$ cat src/rtl/reg_bank_pkg.sv
// Shared constants and types for the 16x16-bit register bank.
// The read multiplexer imports the same package, so widths stay consistent.
package reg_bank_pkg;

  localparam int DATA_W = 16;
  localparam int SEL_W  = 4;
  localparam int NREG   = 2 ** SEL_W;

  localparam logic [SEL_W-1:0] REG_ZERO_IDX = '0;

  typedef enum logic {
    PEND_EMPTY,
    PEND_FULL
  } pend_state_t;

endpackage

$ cat src/rtl/reg_bank_write_demux_if.sv
// Write request bus into the register bank: valid/ready handshake plus destination and data.
interface reg_bank_write_demux_if;
  import reg_bank_pkg::*;

  logic              wr_valid;
  logic              wr_ready;
  logic [SEL_W-1:0]  wr_sel;
  logic [DATA_W-1:0] wr_data;

  modport master (output wr_valid, output wr_sel, output wr_data, input wr_ready);
  modport slave  (input wr_valid, input wr_sel, input wr_data, output wr_ready);

endinterface

$ cat src/rtl/reg_word.sv
// One register of the bank: loads d when en is high, clears asynchronously on rst.
module reg_word
  import reg_bank_pkg::*;
(
  input  logic              clk,
  input  logic              rst,
  input  logic              en,
  input  logic [DATA_W-1:0] d,
  output logic [DATA_W-1:0] q
);

  always_ff @(posedge clk or posedge rst) begin
    if (rst) begin
      q <= '0;
    end else if (en) begin
      q <= d;
    end
  end

endmodule

$ cat src/rtl/reg_bank_write_demux.sv
// Write side of the register bank: stages one write for a cycle, then commits it into
// one of NREG registers through a one-hot enable decode.
module reg_bank_write_demux
  import reg_bank_pkg::*;
#(
  parameter bit ZERO_REG = 1'b1
)
(
  input  logic                   clk,
  input  logic                   rst,
  reg_bank_write_demux_if.slave  wr,
  input  logic                   hold,
  output logic [DATA_W-1:0]      o1,
  output logic [DATA_W-1:0]      o2,
  output logic [DATA_W-1:0]      o3,
  output logic [DATA_W-1:0]      o4,
  output logic [DATA_W-1:0]      o5,
  output logic [DATA_W-1:0]      o6,
  output logic [DATA_W-1:0]      o7,
  output logic [DATA_W-1:0]      o8,
  output logic [DATA_W-1:0]      o9,
  output logic [DATA_W-1:0]      o10,
  output logic [DATA_W-1:0]      o11,
  output logic [DATA_W-1:0]      o12,
  output logic [DATA_W-1:0]      o13,
  output logic [DATA_W-1:0]      o14,
  output logic [DATA_W-1:0]      o15,
  output logic [DATA_W-1:0]      o16,
  output logic                   pend_valid,
  output logic [SEL_W-1:0]       pend_sel,
  output logic [DATA_W-1:0]      pend_data,
  output logic                   wr_ack
);

  pend_state_t       state;
  pend_state_t       state_next;
  logic              accept;
  logic              commit;
  logic [NREG-1:0]   en;
  logic [DATA_W-1:0] q [NREG];

  assign accept = wr.wr_valid && wr.wr_ready;
  assign commit = pend_valid && !hold;

  always_ff @(posedge clk or posedge rst) begin
    if (rst) begin
      state <= PEND_EMPTY;
    end else begin
      state <= state_next;
    end
  end

  // A new accept always refills the slot, even on the edge where the old entry commits.
  always_comb begin
    state_next = state;
    if (accept) begin
      state_next = PEND_FULL;
    end else if (commit) begin
      state_next = PEND_EMPTY;
    end
  end

  always_comb begin
    pend_valid  = (state == PEND_FULL);
    wr.wr_ready = (state == PEND_EMPTY) || !hold;
  end

  always_ff @(posedge clk or posedge rst) begin
    if (rst) begin
      pend_sel  <= '0;
      pend_data <= '0;
      wr_ack    <= 1'b0;
    end else begin
      if (accept) begin
        pend_sel  <= wr.wr_sel;
        pend_data <= wr.wr_data;
      end
      wr_ack <= commit;
    end
  end

  // Writes to the hard-wired zero register still ack but never enable its flop.
  always_comb begin
    en = '0;
    if (commit) begin
      en[pend_sel] = 1'b1;
    end
    if (ZERO_REG) begin
      en[REG_ZERO_IDX] = 1'b0;
    end
  end

  for (genvar k = 0; k < NREG; k++) begin : g_reg
    reg_word u_word (
      .clk (clk),
      .rst (rst),
      .en  (en[k]),
      .d   (pend_data),
      .q   (q[k])
    );
  end

  assign o1  = q[0];
  assign o2  = q[1];
  assign o3  = q[2];
  assign o4  = q[3];
  assign o5  = q[4];
  assign o6  = q[5];
  assign o7  = q[6];
  assign o8  = q[7];
  assign o9  = q[8];
  assign o10 = q[9];
  assign o11 = q[10];
  assign o12 = q[11];
  assign o13 = q[12];
  assign o14 = q[13];
  assign o15 = q[14];
  assign o16 = q[15];

endmodule

$ cat src/flat_wrapper.sv
// flat-port wrapper written by rule: the top's interface ports become plain ports
module reg_bank_write_demux_flat import reg_bank_pkg::*;
#(
  parameter bit ZERO_REG = 1'b1
)
  (clk, rst, hold, o1, o2, o3, o4, o5, o6, o7, o8, o9, o10, o11, o12, o13, o14, o15, o16, pend_valid, pend_sel, pend_data, wr_ack, wr_wr_valid, wr_wr_sel, wr_wr_data, wr_wr_ready);
  reg_bank_write_demux_if wr_i ();
  input  logic clk;
  input  logic rst;
  input  logic hold;
  output logic [DATA_W-1:0] o1;
  output logic [DATA_W-1:0] o2;
  output logic [DATA_W-1:0] o3;
  output logic [DATA_W-1:0] o4;
  output logic [DATA_W-1:0] o5;
  output logic [DATA_W-1:0] o6;
  output logic [DATA_W-1:0] o7;
  output logic [DATA_W-1:0] o8;
  output logic [DATA_W-1:0] o9;
  output logic [DATA_W-1:0] o10;
  output logic [DATA_W-1:0] o11;
  output logic [DATA_W-1:0] o12;
  output logic [DATA_W-1:0] o13;
  output logic [DATA_W-1:0] o14;
  output logic [DATA_W-1:0] o15;
  output logic [DATA_W-1:0] o16;
  output logic pend_valid;
  output logic [SEL_W-1:0] pend_sel;
  output logic [DATA_W-1:0] pend_data;
  output logic wr_ack;
  input wire logic [$bits(wr_i.wr_valid)-1:0] wr_wr_valid;
  input wire logic [$bits(wr_i.wr_sel)-1:0] wr_wr_sel;
  input wire logic [$bits(wr_i.wr_data)-1:0] wr_wr_data;
  output wire logic [$bits(wr_i.wr_ready)-1:0] wr_wr_ready;
  assign wr_i.wr_valid = wr_wr_valid;
  assign wr_i.wr_sel = wr_wr_sel;
  assign wr_i.wr_data = wr_wr_data;
  assign wr_wr_ready = wr_i.wr_ready;
  reg_bank_write_demux #(.ZERO_REG(ZERO_REG)) u_core (.clk(clk), .rst(rst), .wr(wr_i), .hold(hold), .o1(o1), .o2(o2), .o3(o3), .o4(o4), .o5(o5), .o6(o6), .o7(o7), .o8(o8), .o9(o9), .o10(o10), .o11(o11), .o12(o12), .o13(o13), .o14(o14), .o15(o15), .o16(o16), .pend_valid(pend_valid), .pend_sel(pend_sel), .pend_data(pend_data), .wr_ack(wr_ack));
endmodule
$ cat config.mk
export PLATFORM = sky130hd
export DESIGN_NAME = reg_bank_write_demux_flat
export DESIGN_NICKNAME = d
export VERILOG_FILES = /design/src/rtl/reg_bank_pkg.sv /design/src/rtl/reg_bank_write_demux_if.sv /design/src/rtl/reg_word.sv /design/src/rtl/reg_bank_write_demux.sv /design/src/flat_wrapper.sv
export SDC_FILE = /design/constraint.sdc
export NUM_CORES = 1
export LEC_CHECK = 0
export CORE_ASPECT_RATIO = 0.5
export CORE_UTILIZATION = 43
export DETAILED_ROUTE_END_ITERATION = 8
export HOLD_SLACK_MARGIN = 0.03
export PLACE_DENSITY = 0.82
export SLEW_MARGIN = 20
export SYNTH_ARGS = -nofsm -noshare
export SYNTH_HDL_FRONTEND = slang
export SYNTH_SLANG_ARGS = --single-unit
$ cat constraint.sdc
create_clock -name clk -period 9.1 [get_ports clk]
set_input_delay 1.82 -clock clk [delete_from_list [all_inputs] [get_ports clk]]
set_output_delay 1.82 -clock clk [all_outputs]
set_load 0.03 [all_outputs]
==> results.yml <==
placed_design:
  hpwlAfterDp_mm: 18.3
  place_area_sq_um: 13200
  pre_cts_ws_ns: 4.09
  io_buffers: 286
  gp_congestion: 0.819
setup_path:
  worstPathCellList: "clkdlybuf4s50_1 -> nand2_1 -> clkdlybuf4s50_1"
  end_kind: "primary output"
  ff2ff_path_depth: 3
  critPathKind: "in -> out"
  max_stage_delay_ns: 0.68
  path_max_fanout: 6
  critPathSlowestCell: "clkdlybuf4s50_1"
  crit_path_start_kind: "primary input"
  r2r_setup_slack_ns: 6.74
  cp.required_ns: 7.28
  cp_data_arrival_time_ns: 3.20
  cp_common_cell: "clkdlybuf4s50_1"
cts:
  cts_setup_buffers: 0
  ctsHoldBuffers: 0
  clk_pin_slew_ns: 0.06
  clk-insertion-delay-late_ns: 0.52
  cts-root-buf: "clkbuf_16"
  cts-buffers-inserted: 24
  cts_max_path_buffers: 3
  cts_max_level: 1
  cts_tree: "yes"
  ctsResizeCount: 0
  clkSinkCount: 262
sta:
  finalCritPeriodShare: 0.552
  finalSetupViolations: 0
  max_freq_mhz: 199
  slew_headroom: 0.239
  worst_slew_pin_slew_ns: 1.14
  setup_tns_ns: 0
  drv_slew: 0
  setup_slack_ns: 4.08
  fin_skew_ns: 0.0112
  finalWorstPathRequiredPeriod_ns: 5.02
  hold_viol_final: 0
  rsz0062_at_grt: "false"
yosys:
  synth_flop_cell: "dfrtp_1"
  yosys-top-cells-area: "dfrtp_1, mux2_2, mux2_4"
  yosysTopAreaCell: "dfrtp_1"
  yosysTopAreaCellShare: 0.643
  synth-seq-area-share: 0.643
  netlist-cell-type-count: 24
  ys_async_sr_fraction: 1.00
  synth_warnings: 0
  avgSynthCellArea_sq_um: 16.8
  synth-edff-count: 0
  syn_inst: 606
  netlist_area_sq_um: 10200
  synth-seq-cells: 262
finish:
  drive_gt1_frac: 0.342
  final_net_count: 904
  most-common-layout-cells: "clkdlybuf4s50_1, dfrtp_1, mux2_2, mux2_4, clkbuf_16"
  area_delta_synth_final_pct: 37.0
  final_area_sq_um: 14000
  final_common_cell: "clkdlybuf4s50_1"
pwr:
  leakage_uw: 0.00620
  power_frac_seq: 0.343
  p_switching_uw: 2350
  internal_power_uw: 3590
  p_comb_frac: 0.483
  p_sw_frac: 0.396
  clock_power_share: 0.174
  powerDensity_nw_per_um2: 425
  ir_drop_mv: 0.191
global_routing:
  grt_pass1_wl_mm: 40.4
  grt_usage: 0.218
  grt_pass1_vias: 6414
  antenna_found_initial: 1
  grt_max_degree: 173
  grt_remaining_overflow: 0
die:
  die_area_sq_um: 24400
  fp.dieH_um: 111
  io_pins: 303
  coreArea_sq_um: 23000
  fp.dieW_um: 220
  start_util: 0.443
  fp-row-count: 39
route:
  initialDrtViolationCount: 373
  wire_per_inst_um: 21.8
  viasPerCell: 5.04
  firstDrtPassIters: 8
  antenna_left: 0
  vias: 6071
  drc: 12
  drt_wl_total_mm: 26.2
outcome:
  failed_checks: "design-rule violations"
  status: "finished with violations"
run:
  cap_violations: 0
min_path:
  hold_depth: 1
  holdCritPathClass: "reg -> reg"
-- registers in the layout, summed over array words and instances, names as in the netlist --
| name | flops |
|---|---|
| u_core.pend_sel | 4 |
| u_core.g.u_word.q | 240 |
| u_core.pend_valid | 1 |
| u_core.pend_data | 16 |
| u_core.wr_ack | 1 |
-- area by class of cell --
cell class	count	area [sq um]
Clock buffer	34	719
Clock inverter	8	92.6
Fill cell	1722	9050
Sequential cell	262	6560
Antenna cell	1	2.50
Timing Repair Buffer	288	2890
Inverter	1	11.3
Tap cell	307	384
Multi-Input combinational cell	303	3320
-- worst max-delay path, delay by kind of cell --
family        cells  cell delay [ns]
buf+inv           2             1.21
simple gates      1             0.17
-- synth_stat cells (2+ instances only) --
cell and count:
nand2_1 2, nand2_2 8, clkbuf_1 16, mux2_2 219, and4bb_4 2, nand2b_1 2, mux2_4 30, nor2b_1 3
buf_12 2, buf_4 23, dfrtp_1 262, buf_6 5, mux2_1 11, buf_2 9, and3_1 3
-- through the flow --
stage,power (uW),util,hold WS [ns],instances
finish,5940,0.607,0.492,1204
global route,6180,0.607,0.510,1204
CTS,5990,0.607,0.493,1203
detailed placement,4930,0.572,0.479,1161
global placement,4860,0.572,0.467,1161
floorplan,3600,-,0.689,621
-- layer usage --
| metal | GRT usage | part of all wire |
|---|---|---|
| met1 | 0.282 | 0.42 |
| met2 | 0.365 | 0.51 |
| met3 | 0.0357 | 0.028 |
| met4 | 0.0924 | 0.044 |
| met5 | 0 | 0 |
-- final timing paths --
path | from | end
min in group asynchronous | rst | u_core.g_reg[12].u_word.q[7]
max | hold | wr_wr_ready
min reg2reg | u_core.g_reg[12].u_word.q[7] | u_core.g_reg[12].u_word.q[7]
min | u_core.g_reg[12].u_word.q[7] | u_core.g_reg[12].u_word.q[7]
max in group asynchronous | rst | u_core.g_reg[3].u_word.q[12]
max reg2reg | u_core.pend_sel[0] | u_core.g_reg[14].u_word.q[15]
-- power groups by stage --
stage	logic [uW]	registers [uW]	clock network, uW
after floorplan	567	3030	0
after global placement	2840	2010	0
after detailed placement	2880	2050	0
after CTS	2890	2040	1060
after global routing	2950	2110	1110
final	2870	2040	1040
-- cell families after synthesis --
group	count (synthesis)	share of synthesized area
flip-flops	262	0.643
AND/OR/NAND/NOR	27	0.0218
buffers and inverters	56	0.0370
multiplexers	260	0.298
other	1	0.000368
No activity file was read; power rests on OpenSTA's default activity.
